`config.mk`:
```
export PLATFORM = sky130hd
export DESIGN_NAME = pistorm_bus_engine
export DESIGN_NICKNAME = d
export VERILOG_FILES = /design/src/rtl/pistorm_bus_engine.sv
export SDC_FILE = /design/constraint.sdc
export NUM_CORES = 1
export LEC_CHECK = 0
export ABC_AREA = 1
export ABC_CLOCK_PERIOD_IN_PS = 4800
export BUFFER_PORTS_ARGS = -buffer_cell sky130_fd_sc_hd__clkbuf_2
export CAP_MARGIN = 20
export CORE_MARGIN = 2
export CORE_UTILIZATION = 35
export CTS_CLUSTER_SIZE = 40
export DETAILED_ROUTE_END_ITERATION = 8
export GPL_ROUTABILITY_DRIVEN = 0
export PLACE_DENSITY = 0.56
export SYNTH_ARGS = -nofsm -noshare
export SYNTH_HDL_FRONTEND = slang
export SYNTH_SLANG_ARGS = --single-unit
```
`constraint.sdc`:
```
create_clock -name PI_CLK -period 4.8 [get_ports PI_CLK]
set_clock_uncertainty 0.1 [all_clocks]
set_input_delay 0.24 -clock PI_CLK [delete_from_list [all_inputs] [get_ports PI_CLK]]
set_output_delay 0.24 -clock PI_CLK [all_outputs]
set_load 0.02 [all_outputs]
```
`src/rtl/pistorm_bus_engine.sv`:
```
`timescale 1ns/1ps
// Queued 68000 bus-cycle engine clocked by PI_CLK. M68K_CLK and the bus inputs are oversampled, and the FSM steps on detected 7 MHz edges.
// Commands queue in a DEPTH-entry FIFO. CMD_READY drops when the FIFO is full, and every command returns exactly one ordered response.
module pistorm_bus_engine #(
  parameter int ADDR_W      = 24,
  parameter int DEPTH       = 4,
  parameter int SYNC_STAGES = 2,
  parameter int E_DIV       = 10,
  parameter int E_HIGH      = 4,
  parameter int VMA_START   = 2,
  parameter int TIMEOUT_CYC = 1024
) (
  input  logic                       PI_CLK,
  input  logic                       PI_RST,
  input  logic                       CMD_VALID,
  output logic                       CMD_READY,
  input  logic                       CMD_RW,
  input  logic                       CMD_SIZE,
  input  logic [2:0]                 CMD_FC,
  input  logic [ADDR_W-1:0]          CMD_ADDR,
  input  logic [15:0]                CMD_WDATA,
  output logic                       RSP_VALID,
  output logic [15:0]                RSP_RDATA,
  output logic                       RSP_BERR,
  output logic                       RSP_TMO,
  output logic                       RSP_AERR,
  output logic                       BUSY,
  output logic [$clog2(DEPTH+1)-1:0] FIFO_LEVEL,
  input  logic                       M68K_CLK,
  output logic [ADDR_W-2:0]          M68K_A,
  output logic [2:0]                 M68K_FC,
  input  logic [15:0]                M68K_D_IN,
  output logic [15:0]                M68K_D_OUT,
  output logic                       M68K_D_OE,
  output logic                       M68K_AS_n,
  output logic                       M68K_UDS_n,
  output logic                       M68K_LDS_n,
  output logic                       M68K_RW,
  input  logic                       M68K_DTACK_n,
  input  logic                       M68K_BERR_n,
  input  logic                       M68K_VPA_n,
  output logic                       M68K_E,
  output logic                       M68K_VMA_n
);

  localparam int LW = $clog2(DEPTH+1);
  localparam int PW = $clog2(DEPTH);
  localparam int EW = $clog2(E_DIV);
  localparam int TW = (TIMEOUT_CYC > 1) ? $clog2(TIMEOUT_CYC) : 1;
  localparam logic [EW-1:0] E_LAST     = EW'(E_DIV-1);
  localparam logic [EW-1:0] E_HI_START = EW'(E_DIV-E_HIGH);
  localparam logic [EW-1:0] E_END      = EW'(E_DIV-2);
  localparam logic [EW-1:0] E_VMA      = EW'(VMA_START);
  localparam logic [TW-1:0] TMO_LAST   = TW'((TIMEOUT_CYC > 0) ? TIMEOUT_CYC-1 : 0);
  localparam logic [LW-1:0] LVL_FULL   = LW'(DEPTH);

  typedef struct packed {
    logic              rw;
    logic              size;
    logic [2:0]        fc;
    logic [ADDR_W-1:0] addr;
    logic [15:0]       wdata;
  } cmd_t;

  typedef enum logic [2:0] {S_IDLE, S_ADDR, S_DATA, S_WAIT, S_SAMPLE, S_END} state_t;

  logic [SYNC_STAGES-1:0] r_clk_s, r_dtack_s, r_berr_s, r_vpa_s;
  logic                   r_c7_d;
  logic                   w_c7_rise, w_c7_fall, w_dtack_n, w_berr_n, w_vpa_n;

  always_ff @(posedge PI_CLK or posedge PI_RST) begin
    if (PI_RST) begin
      r_clk_s   <= '0;
      r_dtack_s <= '1;
      r_berr_s  <= '1;
      r_vpa_s   <= '1;
      r_c7_d    <= 1'b0;
    end else begin
      r_clk_s   <= {r_clk_s[SYNC_STAGES-2:0], M68K_CLK};
      r_dtack_s <= {r_dtack_s[SYNC_STAGES-2:0], M68K_DTACK_n};
      r_berr_s  <= {r_berr_s[SYNC_STAGES-2:0], M68K_BERR_n};
      r_vpa_s   <= {r_vpa_s[SYNC_STAGES-2:0], M68K_VPA_n};
      r_c7_d    <= r_clk_s[SYNC_STAGES-1];
    end
  end

  assign w_c7_rise = r_clk_s[SYNC_STAGES-1] & ~r_c7_d;
  assign w_c7_fall = ~r_clk_s[SYNC_STAGES-1] & r_c7_d;
  assign w_dtack_n = r_dtack_s[SYNC_STAGES-1];
  assign w_berr_n  = r_berr_s[SYNC_STAGES-1];
  assign w_vpa_n   = r_vpa_s[SYNC_STAGES-1];

  cmd_t          r_mem [DEPTH];
  logic [PW-1:0] r_wptr, r_rptr;
  logic [LW-1:0] r_level;
  logic          w_push, w_pop;
  cmd_t          w_head, w_cmd_in;
  state_t        r_state;

  assign CMD_READY = (r_level != LVL_FULL);
  assign w_push    = CMD_VALID && CMD_READY;
  assign w_pop     = (r_state == S_IDLE) && w_c7_fall && (r_level != '0);
  assign w_head    = r_mem[r_rptr];
  assign w_cmd_in  = '{rw: CMD_RW, size: CMD_SIZE, fc: CMD_FC, addr: CMD_ADDR, wdata: CMD_WDATA};

  always_ff @(posedge PI_CLK) begin
    if (w_push) r_mem[r_wptr] <= w_cmd_in;
  end

  always_ff @(posedge PI_CLK or posedge PI_RST) begin
    if (PI_RST) begin
      r_wptr  <= '0;
      r_rptr  <= '0;
      r_level <= '0;
    end else begin
      if (w_push) r_wptr <= r_wptr + 1'b1;
      if (w_pop)  r_rptr <= r_rptr + 1'b1;
      case ({w_push, w_pop})
        2'b10:   r_level <= r_level + 1'b1;
        2'b01:   r_level <= r_level - 1'b1;
        default: r_level <= r_level;
      endcase
    end
  end

  logic              r_op_rw, r_op_size, r_op_a0, r_berr, r_tmo;
  logic [15:0]       r_op_wdata;
  logic [EW-1:0]     r_e_cnt;
  logic [TW-1:0]     r_tcnt;
  logic [ADDR_W-2:0] r_a;
  logic [2:0]        r_fc;
  logic [15:0]       r_d_out, r_rsp_rdata;
  logic              r_d_oe, r_as_n, r_uds_n, r_lds_n, r_rw, r_vma_n, r_e;
  logic              r_rsp_valid, r_rsp_berr, r_rsp_tmo, r_rsp_aerr, r_busy;
  logic              w_uds_n, w_lds_n;

  // Byte cycles use one data lane: an even address selects UDS and an odd address selects LDS.
  assign w_uds_n = r_op_size ? 1'b0 : r_op_a0;
  assign w_lds_n = r_op_size ? 1'b0 : ~r_op_a0;

  always_ff @(posedge PI_CLK or posedge PI_RST) begin
    if (PI_RST) begin
      r_state     <= S_IDLE;
      r_op_rw     <= 1'b1;
      r_op_size   <= 1'b0;
      r_op_a0     <= 1'b0;
      r_op_wdata  <= '0;
      r_berr      <= 1'b0;
      r_tmo       <= 1'b0;
      r_e_cnt     <= '0;
      r_tcnt      <= '0;
      r_a         <= '0;
      r_fc        <= '0;
      r_d_out     <= '0;
      r_d_oe      <= 1'b0;
      r_as_n      <= 1'b1;
      r_uds_n     <= 1'b1;
      r_lds_n     <= 1'b1;
      r_rw        <= 1'b1;
      r_vma_n     <= 1'b1;
      r_e         <= 1'b0;
      r_rsp_valid <= 1'b0;
      r_rsp_rdata <= '0;
      r_rsp_berr  <= 1'b0;
      r_rsp_tmo   <= 1'b0;
      r_rsp_aerr  <= 1'b0;
      r_busy      <= 1'b0;
    end else begin
      r_rsp_valid <= 1'b0;
      r_busy      <= (r_level != '0) || (r_state != S_IDLE);
      r_e         <= (r_e_cnt >= E_HI_START);
      if (w_c7_fall) r_e_cnt <= (r_e_cnt == E_LAST) ? '0 : r_e_cnt + 1'b1;

      case (r_state)
        S_IDLE: begin
          if (w_pop) begin
            r_op_rw    <= w_head.rw;
            r_op_size  <= w_head.size;
            r_op_a0    <= w_head.addr[0];
            r_op_wdata <= w_head.wdata;
            r_berr     <= 1'b0;
            r_tmo      <= 1'b0;
            if (w_head.size && w_head.addr[0]) begin
              r_rsp_valid <= 1'b1;
              r_rsp_aerr  <= 1'b1;
              r_rsp_berr  <= 1'b0;
              r_rsp_tmo   <= 1'b0;
            end else begin
              r_a     <= w_head.addr[ADDR_W-1:1];
              r_fc    <= w_head.fc;
              r_state <= S_ADDR;
            end
          end
        end
        S_ADDR: begin
          if (w_c7_rise) begin
            r_as_n <= 1'b0;
            r_rw   <= r_op_rw;
            if (r_op_rw) begin
              r_uds_n <= w_uds_n;
              r_lds_n <= w_lds_n;
            end
            r_state <= S_DATA;
          end
        end
        S_DATA: begin
          if (w_c7_fall) begin
            if (!r_op_rw) begin
              r_d_out <= r_op_wdata;
              r_d_oe  <= 1'b1;
            end
            r_tcnt  <= '0;
            r_state <= S_WAIT;
          end
        end
        S_WAIT: begin
          if (w_c7_rise && !r_op_rw) begin
            r_uds_n <= w_uds_n;
            r_lds_n <= w_lds_n;
          end
          if (w_c7_fall) begin
            if (r_tcnt != TMO_LAST) r_tcnt <= r_tcnt + 1'b1;
            // Termination sources are ranked: BERR, DTACK, end of the VPA/E cycle, VMA assertion, then timeout.
            if (!w_berr_n) begin
              r_berr  <= 1'b1;
              r_state <= S_SAMPLE;
            end else if (!w_dtack_n) begin
              r_state <= S_SAMPLE;
            end else if (!r_vma_n && (r_e_cnt == E_END)) begin
              r_state <= S_SAMPLE;
            end else if (!w_vpa_n && r_vma_n && (r_e_cnt == E_VMA)) begin
              r_vma_n <= 1'b0;
            end else if ((TIMEOUT_CYC != 0) && (r_tcnt == TMO_LAST)) begin
              r_tmo   <= 1'b1;
              r_state <= S_SAMPLE;
            end
          end
        end
        S_SAMPLE: begin
          if (w_c7_fall) begin
            if (r_op_rw) r_rsp_rdata <= M68K_D_IN;
            r_as_n  <= 1'b1;
            r_uds_n <= 1'b1;
            r_lds_n <= 1'b1;
            r_vma_n <= 1'b1;
            r_state <= S_END;
          end
        end
        S_END: begin
          if (w_c7_rise) begin
            r_rw        <= 1'b1;
            r_d_oe      <= 1'b0;
            r_rsp_valid <= 1'b1;
            r_rsp_berr  <= r_berr;
            r_rsp_tmo   <= r_tmo;
            r_rsp_aerr  <= 1'b0;
            r_state     <= S_IDLE;
          end
        end
        default: r_state <= S_IDLE;
      endcase
    end
  end

  assign RSP_VALID  = r_rsp_valid;
  assign RSP_RDATA  = r_rsp_rdata;
  assign RSP_BERR   = r_rsp_berr;
  assign RSP_TMO    = r_rsp_tmo;
  assign RSP_AERR   = r_rsp_aerr;
  assign BUSY       = r_busy;
  assign FIFO_LEVEL = r_level;
  assign M68K_A     = r_a;
  assign M68K_FC    = r_fc;
  assign M68K_D_OUT = r_d_out;
  assign M68K_D_OE  = r_d_oe;
  assign M68K_AS_n  = r_as_n;
  assign M68K_UDS_n = r_uds_n;
  assign M68K_LDS_n = r_lds_n;
  assign M68K_RW    = r_rw;
  assign M68K_E     = r_e;
  assign M68K_VMA_n = r_vma_n;

endmodule

```
==> results of run 1 <==
where the power goes:
part	total (mW)	switching, mW	internal, mW	leakage, nW
Sequential	3.85	0.346	3.51	3.20
Clock	2.55	1.02	1.52	0.549
Combinational	2.93	2.01	0.916	2.50
registers in the layout (all words and copies together) (netlist names), 4 cells and up:
name	count
M68K_A	23
M68K_D_OUT	16
RSP_RDATA	16
r_e_cnt	4
r_mem	180
r_op_wdata	16
r_tcnt	10
placed cells by master (no fill, tap or decap), types with 10 or more instances in the layout:
cell type,instances
edfxtp_1,180
dlygate4sd3_1,66
o21ai_2,17
nand3_1,50
nand2_2,19
dfrtp_1,110
clkbuf_8,10
o21ai_0,112
clkbuf_2,141
dfstp_2,12
nor2_1,117
mux2_4,10
inv_1,58
o22ai_1,43
nand2_1,164
clkbuf_16,34
per-stage QoR:
stage	power (mW)	instance area, sq um	hold WS [ps]	util (%)
6_report	9.33	15100	254	43.8
3_3_place_gp	6.80	13300	229	38.6
3_5_place_dp	6.84	13300	230	38.7
4_1_cts	9.46	15100	253	43.8
2_1_floorplan	5.92	12200	144	-
5_1_grt	9.94	15100	259	43.8
worst reg2reg max path: stages (launching register included):
cell	delay, ps
dfrtp_2	960
inv_2	620
nand3_1	240
nand2_1	150
nand2_4	330
nand2_4	280
nand2_1	160
nand2_1	60
layout make-up:
class / instances / area [sq um]
clock inverters: 10 / 91.3
well taps: 455 / 569
clock buffers: 52 / 1020
inverters: 68 / 263
fillers: 3262 / 19400
multi-input cells: 606 / 3190
diodes: 1 / 2.50
flip-flops and latches: 304 / 8530
repair buffers: 216 / 1450
layer usage:
layer | GRT usage [%] | up-vias | wire length (um)
met4 | 4.03 | 6 | 538
met2 | 23.9 | 161 | 12600
met1 | 21.3 | 3807 | 12900
met3 | 2.71 | 50 | 1220
met5 | 0 | - | 38
li1 | - | 3931 | -
worst paths after layout:
check / from / end / slack, ps / cells past startpoint
worst min-delay path: r_clk_s[0]$_DFF_PP0_ / r_clk_s[1]$_DFF_PP0_ / 250 / 0
min in group asynchronous: PI_RST / RSP_RDATA[5]$_DFFE_PP0P_ / 330 / 3
worst min register to register: r_clk_s[0]$_DFF_PP0_ / r_clk_s[1]$_DFF_PP0_ / 250 / 0
worst max-delay path: r_rptr[1]$_DFFE_PP0P_ / M68K_A[0]$_DFFE_PP0P_ / 1790 / 7
worst max register to register: r_rptr[1]$_DFFE_PP0P_ / M68K_A[0]$_DFFE_PP0P_ / 1790 / 7
max in group asynchronous: PI_RST / r_rptr[0]$_DFFE_PP0P_ / 3180 / 4
logic make-up (layout without fill, tap and decap cells):
kind of cell	count (synthesis)	in the layout	share of synthesized area (%)
adders and majority gates	7	7	0.779
and+or+nand+nor	382	382	13.7
AOI/OAI and AO/OA	189	189	8.82
xor gates and xnor gates	12	12	0.862
buffers and inverters	114	346	4.23
other	0	1	0
DFF	304	304	69.9
muxes	16	16	1.78
==> summary.txt, run 1 <==
Status
  – Status: finished clean

GRT
  – Maximum number of pins on one net before global-route repair: 94
  – Vias in the first global route: 7851
  – Antenna violations before repair: 4
  – GRT overflow: 0
  – Total GRT Usage: 15.1%
  – First-pass GRT wire length: 43300 um

Clocking
  – H-tree depth: 2
  – Num CTS Buffers: 34
  – CTS resizes: 0
  – CTS max path bufs: 3
  – Clock-pin slew on the worst setup and hold paths: 60 ps
  – Worst skew pair latency: 520 ps
  – Clock sinks: 304
  – CTS tree: yes
  – Hold buffers post-CTS: 66
  – Post-CTS setup buffers: 0
  – Clk root buf: clkbuf_16

Yosys
  – Syn Std Cell Area: 12200 sq um
  – Post-Syn Nets: 1099
  – Synth cell types: 40
  – Syn_area_per_cell: 11.9 sq um
  – Async SR Flop Fraction: 40.8%
  – Post-synth top area share: 44.3%
  – Leading area contributor after synthesis: edfxtp_1
  – Post-synthesis sequential area ratio: 69.9%
  – Synth Register Bits: 304
  – Top cells by instance count after synthesis: edfxtp_1 (180), nand2_1 (164), nor2_1 (121)
  – Post-synth EDFFs: 180
  – Synth area leaders: edfxtp_1 (44%), dfrtp_1 (23%), nand2_1 (5.0%)
  – Ys Warns: 0
  – Most numerous cell in the Yosys netlist: edfxtp_1
  – Synth Instances: 1024
  – Top FF cell, synth: edfxtp_1

Place
  – Port Buffers: 141
  – Detailed Place HPWL: 16800 um
  – Post-Place Worst Slack: 1690 ps
  – Placed Cells: 1583

STA
  – Fin crit period: 3010 ps
  – Fin. max-slew vios: 0
  – Worst-Margin Slew: 945 ps
  – Tcrit/Tclk final: 62.7%
  – Final TNS setup: 0 ps
  – Final setup viols: 0
  – RSZ-0062 raised after global routing: no
  – Relative slew slack: 37.0%
  – Final Hold Vio Count: 0
  – Worst setup margin: 1790 ps
  – Fmax: 332 MHz

Floorplan
  – Num rows: 68
  – Top-Level Pins: 142
  – Die extent in x: 191 um
  – Die H: 191 um
  – Initial Util: 35.4%
  – Area of the die: 36400 sq um
  – Core ar.: 34500 sq um

Layout
  – Non-Filler Instances: 1712
  – Final nets: 1305
  – Area Overhead vs Synth: 23.8%
  – Fraction of layout cells with a size suffix above 1: 23.6%

Critical path
  – Slowest stage delay, CP: 960 ps
  – WP data arrival: 3300 ps
  – Crit path required time: 5090 ps
  – Critical path's top delay family: simple AND/OR/NAND/NOR gates
  – Kind of critical path: flip-flop to flip-flop
  – Crit path cell chain: inv_2 > nand3_1 > nand2_1 > nand2_4 > nand2_4 > nand2_1 > nand2_1
  – Crit path top cell by count: nand2_1
  – CP max stage cell: dfrtp_2
  – WP buf/inv: 1
  – Max FO, Critical Path: 46
  – Worst setup SP type: flip-flop
  – Crit. End Element: flip-flop

Detailed routing
  – Drc violations: 0
  – Router iterations before antenna repair: 4
  – Via density: 4.65
  – Vias: 7955
  – DRT iter0 DRCs: 411
  – ANT nets after route: 0
  – Wire per inst: 16.0 um
  – Routed wire length: 27400 um

Worst hold path
  – Hold WC Path Type: flip-flop to flip-flop

Pwr
  – Pwr dens: 618 nW/um^2
  – Lkg Pwr: 6.25 nW
  – Maximum VDD drop: 0.313 mV

Job
  – Maxcap violations: 0
(Power assumes the default switching activity.)
==> run 2: changes to the inputs <==
ABC_CLOCK_PERIOD_IN_PS = 2510   (was 4800)
PLACE_DENSITY = 0.58   (was 0.56)
clock period = 2.51 ns   (was 4.8 ns; I/O delays follow)
==> run 2 against run 1 <==
  * Core utilization up 0.48 points
  * Global-route usage up 0.38 points
  * First-iteration DRC count up 10%
  * Hold slack worse by 160 ps
  * Largest cell class unchanged
  * Largest power group unchanged
==> summary.txt, run 2 (same netlist as run 1, synthesis figures left out) <==
Worst hold path
  – Hold WC Path Type: input pin to flip-flop
  – Hold Crit Start: CMD_VALID

Floorplan
  – Die H: 191 um
  – Initial Util: 35.4%
  – Num rows: 68
  – Core ar.: 34500 sq um
  – Area of the die: 36400 sq um
  – Die extent in x: 191 um
  – Top-Level Pins: 142

Detailed routing
  – DRT iter0 DRCs: 453
  – Via density: 4.74
  – Wire per inst: 16.2 um
  – ANT nets after route: 0
  – Vias: 8155
  – Drc violations: 0
  – Router iterations before antenna repair: 4
  – Routed wire length: 27800 um

Clocking
  – Clk root buf: clkbuf_16
  – Clock sinks: 304
  – Clock-pin slew on the worst setup and hold paths: 60 ps
  – H-tree depth: 2
  – CTS tree: yes
  – CTS resizes: 0
  – CTS max path bufs: 3
  – Worst skew pair latency: 500 ps
  – Hold buffers post-CTS: 66
  – Num CTS Buffers: 35
  – Post-CTS setup buffers: 0

STA
  – Fmax: 474 MHz
  – Final Hold Vio Count: 0
  – RSZ-0062 raised after global routing: no
  – Fin. max-slew vios: 0
  – Fin crit period: 2110 ps
  – Worst-Margin Slew: 781 ps
  – Relative slew slack: 48.0%
  – Final setup viols: 0
  – Tcrit/Tclk final: 84.0%

Layout
  – Final nets: 1315
  – Commonest non-fill, non-tap cell in the layout: edfxtp_1
  – Sequential Area: 8530 sq um
  – Non-Filler Instances: 1721
  – Fraction of layout cells with a size suffix above 1: 24.4%
  – Most frequent cells in the layout: edfxtp_1 (180), nand2_1 (164), clkbuf_2 (141), nor2_1 (117), o21ai_0 (112)
  – Reg with most FFs: r_mem
  – Area of the multi-input gates: 3190 sq um
  – Max reg flops: 180
  – Filler instances: 3196
  – Area Overhead vs Synth: 25.2%

Critical path
  – Crit. End Element: flip-flop
  – Worst setup SP type: flip-flop
  – Crit path required time: 2790 ps
  – Max FO, Critical Path: 41
  – Critical path's top delay family: simple AND/OR/NAND/NOR gates
  – WP buf/inv: 1
  – Worst Setup SP: r_state[1]$_DFFE_PP0P_
  – Crit path cell chain: nor2_4 > nand2_4 > nor2_4 > buf_4 > nand2_4 > nand2_1 > nand2_1
  – R2R Path Start: r_state[1]$_DFFE_PP0P_
  – Kind of critical path: flip-flop to flip-flop
  – CP max stage cell: dfrtp_1
  – WP data arrival: 2390 ps
  – Slowest stage delay, CP: 480 ps

Pwr
  – Lkg Pwr: 6.33 nW
  – Maximum VDD drop: 0.570 mV
  – Pwr dens: 1180 nW/um^2
  – Total power: 18.1 mW

Place
  – Port Buffers: 141
  – Placed Cells: 1592
  – Detailed Place HPWL: 16400 um

GRT
  – First-pass GRT wire length: 44300 um
  – Maximum number of pins on one net before global-route repair: 125
  – Total GRT Usage: 15.4%
  – Vias in the first global route: 8274
  – GRT overflow: 0
  – Antenna violations before repair: 1

Job
  – Maxcap violations: 0

Status
  – Status: finished clean
-- run 2: cell count changes in the layout (fill, tap and decap cells not counted), moves of 2 or more --
| cell | before | now |
|---|---|---|
| buf_4 | 8 | 12 |
| clkbuf_8 | 10 | 8 |
| clkbuf_1 | 8 | 4 |
| clkinv_4 | 0 | 3 |
| buf_12 | 1 | 6 |
-- run 2: final timing paths --
| kind | end | slack [ps] | cells past startpoint |
|---|---|---|---|
| max | M68K_A[2]$_DFFE_PP0P_ | 400 | 7 |
| min | r_wptr[0]$_DFFE_PP0P_ | 90 | 4 |
| min in group asynchronous | M68K_D_OUT[7]$_DFFE_PP0P_ | 270 | 4 |
| max in group asynchronous | r_rptr[0]$_DFFE_PP0P_ | 1450 | 4 |
| max reg2reg | M68K_A[2]$_DFFE_PP0P_ | 400 | 7 |
| min reg2reg | r_vpa_s[1]$_DFF_PP1_ | 260 | 0 |
-- run 2: metrics by stage --
step / utilization [%] / setup WS [ps] / TNS [ps] / hold slack, ps / instance area, sq um
floorplan: - / -303 / -54570 / 30.0 / 12200
global placement: 39.1 / 424 / 0 / 117 / 13500
detailed placement: 39.1 / 383 / 0 / 116 / 13500
CTS: 44.3 / 369 / 0 / 87.6 / 15300
global route: 44.3 / 228 / 0 / 113 / 15300
finish: 44.3 / 400 / 0 / 94.0 / 15300
-- run 2: layer usage --
| layer | wire [um] | vias to the layer above | share of wire (%) | track usage, % |
|---|---|---|---|---|
| li1 | - | 3972 | - | - |
| met1 | 12400 | 3972 | 45 | 20.2 |
| met2 | 13500 | 167 | 49 | 26.1 |
| met3 | 1260 | 44 | 4.5 | 2.93 |
| met4 | 625 | 0 | 2.2 | 4.38 |
| met5 | 0 | - | 0 | 0 |
-- run 2: power by group --
part | leakage, nW | switching (mW) | internal [mW]
Combinational | 2.56 | 3.90 | 1.85
Sequential | 3.20 | 0.614 | 6.71
Clock | 0.570 | 1.97 | 3.02
Total | 6.33 | 6.49 | 11.6
-- run 2: cell type report --
type,instances,area share (%)
inverters,68,1.71
multi-input cells,606,20.9
flip-flops and latches,304,55.8
repair buffers,225,10.3
clock inverters,15,0.934
well taps,455,3.73
clock buffers,47,6.55
diodes,1,0.0164
-- run 2: worst min-delay path: stages --
cell and delay [ps]:
clkbuf_2 80, nand2_1 130, buf_4 220, xor2_1 80
==> run 3: changes to the inputs <==
ABC_AREA = 0   (was 1)
ABC_CLOCK_PERIOD_IN_PS = 1900   (was 2510)
PLACE_DENSITY = 0.59   (was 0.58)
clock period = 1.9 ns   (was 2.51 ns; I/O delays follow)
==> run 3 against run 2 <==
  * The flow now finishes with violations (setup timing)
  * Maximum frequency shrank 2.0%
  * Sequential share of layout area fell by 1.4 points
  * Critical path depth shrank 1
  * Combinational power rose by 39%
  * Clock-buffer cell count increased by 3
  * Sequential power grew 34%
  * Die area down 5.1%
  * Critical path type unchanged
  * Non-clock buffer count grew 61
  * Design area increased by 2.6%
==> summary.txt, run 3 <==
Yosys
  – Post-synthesis sequential area ratio: 73.7%
  – Post-synth EDFFs: 180
  – Largest family of logic cells by synthesized area: multiplexers
  – Mux share of post-synthesis cell area: 16.6%
  – Synth area leaders: edfxtp_1 (47%), dfrtp_1 (24%), mux4_2 (8.8%)
  – Most numerous cell in the Yosys netlist: edfxtp_1
  – Synth Area in Compound Gates: 3.24%
  – Synth cell types: 50
  – Top cells by instance count after synthesis: edfxtp_1 (180), dfrtp_1 (112), mux2_2 (79)
  – Syn_area_per_cell: 18.7 sq um
  – Synth Register Bits: 304
  – Top FF cell, synth: edfxtp_1
  – Post-Syn Nets: 694
  – Ys Warns: 0
  – Synth Instances: 619
  – Post-synth top area share: 46.7%
  – Async SR Flop Fraction: 40.8%
  – Leading area contributor after synthesis: edfxtp_1
  – Simple-gate share of the synthesized area: 3.54%
  – Syn Std Cell Area: 11600 sq um
  – Synth Area in Adders: 0.822%
  – XOR/XNOR Fraction of Synth Area: 0.606%

STA
  – Fin. max-slew vios: 0
  – Fin crit period: 2150 ps
  – Final setup viols: 56
  – Worst setup margin: -252 ps
  – Final Hold Vio Count: 0
  – RSZ-0062 raised after global routing: yes
  – Worst-Margin Slew: 557 ps
  – Tcrit/Tclk final: 113%
  – Fmax: 465 MHz
  – Relative slew slack: 62.8%

Status
  – Failing checks: setup timing
  – Status: complete, but fails checks

Detailed routing
  – Routed wire length: 25100 um
  – Vias: 6561
  – Drc violations: 0
  – Via density: 4.73
  – Router iterations before antenna repair: 5
  – Wire per inst: 18.1 um
  – DRT iter0 DRCs: 354
  – ANT nets after route: 0

Critical path
  – Crit path cell chain: mux4_2 > and2_4 > nor3_4 > buf_12 > clkbuf_16 > mux2_4
  – WP data arrival: 2440 ps
  – R2R Path End: M68K_A[8]$_DFFE_PP0P_
  – Worst setup SP type: flip-flop
  – Internal reg-to-reg setup slack: -250 ps
  – Crit path required time: 2180 ps
  – R2R Path Start: r_rptr[0]$_DFFE_PP0P_
  – Kind of critical path: flip-flop to flip-flop
  – Max FO, Critical Path: 7
  – Slowest stage delay, CP: 520 ps
  – Crit. End Element: flip-flop
  – CP max stage cell: mux4_2
  – R2R depth: 6

Place
  – Detailed Place HPWL: 14700 um
  – Placed Cells: 1237
  – Port Buffers: 141
  – Placement Cell Area: 13500 sq um

Layout
  – Most frequent cells in the layout: edfxtp_1 (180), clkbuf_2 (142), dfrtp_1 (108), dlygate4sd3_1 (67), mux2_2 (54)
  – Final instance area: 15700 sq um
  – Reg with most FFs: r_mem
  – Fraction of layout cells with a size suffix above 1: 47.5%
  – Area Overhead vs Synth: 35.5%
  – Fin util: 48.2%
  – Max reg flops: 180
  – Final nets: 994
  – Non-Filler Instances: 1388
  – Commonest non-fill, non-tap cell in the layout: edfxtp_1
  – Filler instances: 2820

Worst hold path
  – Hold WC Path Type: input pin to async pin

GRT
  – Total GRT Usage: 14.3%
  – Antenna violations before repair: 1
  – GRT overflow: 0
  – Maximum number of pins on one net before global-route repair: 47
  – Vias in the first global route: 6731
  – First-pass GRT wire length: 37500 um

Pwr
  – Maximum VDD drop: 0.756 mV
  – Total power: 24.1 mW
  – Lkg Pwr: 6.20 nW
  – Pwr dens: 1540 nW/um^2

Clocking
  – CTS tree: yes
  – H-tree depth: 2
  – Worst skew pair latency: 510 ps
  – CTS max path bufs: 3
  – Clock-pin slew on the worst setup and hold paths: 60 ps
  – Clk root buf: clkbuf_16
  – Clock sinks: 304
  – Num CTS Buffers: 35

Floorplan
  – Num rows: 66
  – Die H: 186 um
  – Core ar.: 32500 sq um
  – Area of the die: 34500 sq um
  – Top-Level Pins: 142
  – Die extent in x: 186 um
  – Initial Util: 35.5%

Job
  – Maxcap violations: 0
[run 3: changes by cell type after synthesis, moves of 8 or more]
cell | previous run | this run
nor2_1 | 121 | 17
nand3_1 | 50 | 9
clkbuf_1 | 20 | 12
mux2_4 | 10 | 0
mux2_2 | 6 | 79
buf_2 | 14 | 5
o21ai_0 | 112 | 23
nand2_2 | 19 | 0
nand2_1 | 164 | 19
o22ai_1 | 43 | 1
inv_1 | 59 | 14
o21ai_2 | 17 | 0
mux4_2 | 0 | 45
[run 3: what timing repair did]
item | in CTS | in global routing
endpoints found under the setup margin | 53 | 75
hold buffers | 67 | 0
endpoints found under the hold margin | 315 | 0
pin swaps | 5 | 4
gates resized for setup | 11 | 30
gates cloned | 1 | 5
buffers inserted | 2 | 12
[run 3: cell type report]
class | count | area [sq um] | share of cell area (%)
Tap cell | 442 | 553 | 3.53
Inverter | 14 | 56.3 | 0.359
Timing Repair Buffer | 286 | 2300 | 14.7
Antenna cell | 1 | 2.50 | 0.0160
Multi-Input combinational cell | 278 | 3130 | 20.0
Clock buffer | 50 | 1010 | 6.47
Clock inverter | 13 | 85.1 | 0.543
Sequential cell | 304 | 8530 | 54.4
[run 3: metal layers]
layer	global-route usage (%)	wire length [um]	up-vias
met5	0	0	-
met4	4.09	484	0
met3	2.90	1040	35
met2	24.3	12600	147
met1	18.5	10900	3361
li1	-	-	3018
[run 3: cells by family (layout without fill, tap and decap cells)]
group,count (synthesis),count (layout)
DFF,304,304
and+or+nand+nor,79,79
xor gates and xnor gates,8,8
muxes,126,126
adders and majority gates,7,7
AOI/OAI and AO/OA,58,58
buffers and inverters,37,363
other,0,1
[run 3: per-stage QoR]
stage	TNS (ps)	hold slack [ps]	setup slack, ps
floorplan	-7840	-0.522	-356
global placement	-6950	69.9	-209
detailed placement	-8170	77.2	-257
CTS	-7500	107	-259
global route	-11340	117	-300
finish	-8190	95.3	-252
[run 3: how the worst max path moves through the flow]
stage	start	to	slack (ps)	cells past startpoint
global route	r_rptr[0]$_DFFE_PP0P_	M68K_A[18]$_DFFE_PP0P_	-300	6
detailed placement	r_rptr[0]$_DFFE_PP0P_	M68K_A[21]$_DFFE_PP0P_	-260	5
finish	r_rptr[0]$_DFFE_PP0P_	M68K_A[8]$_DFFE_PP0P_	-250	6
floorplan	r_state[0]$_DFFE_PP0P_	FIFO_LEVEL[2]$_DFFE_PP0P_	-360	9
global placement	r_rptr[0]$_DFFE_PP0P_	M68K_A[0]$_DFFE_PP0P_	-210	5
CTS	r_rptr[0]$_DFFE_PP0P_	M68K_A[16]$_DFFE_PP0P_	-260	5
[run 3: critical path: cells and delay by family (launching register included)]
kind                   cells  cell delay (ps)
multiplexers               2              820
buffers and inverters      2              330
AND/OR/NAND/NOR            2              340
flip-flops                 1              430
[run 3: report_power, final]
| part | leakage, nW | internal (mW) | switching (mW) |
|---|---|---|---|
| clock network | 0.547 | 3.73 | 2.56 |
| logic | 2.51 | 3.99 | 3.98 |
| registers | 3.14 | 9.02 | 0.816 |
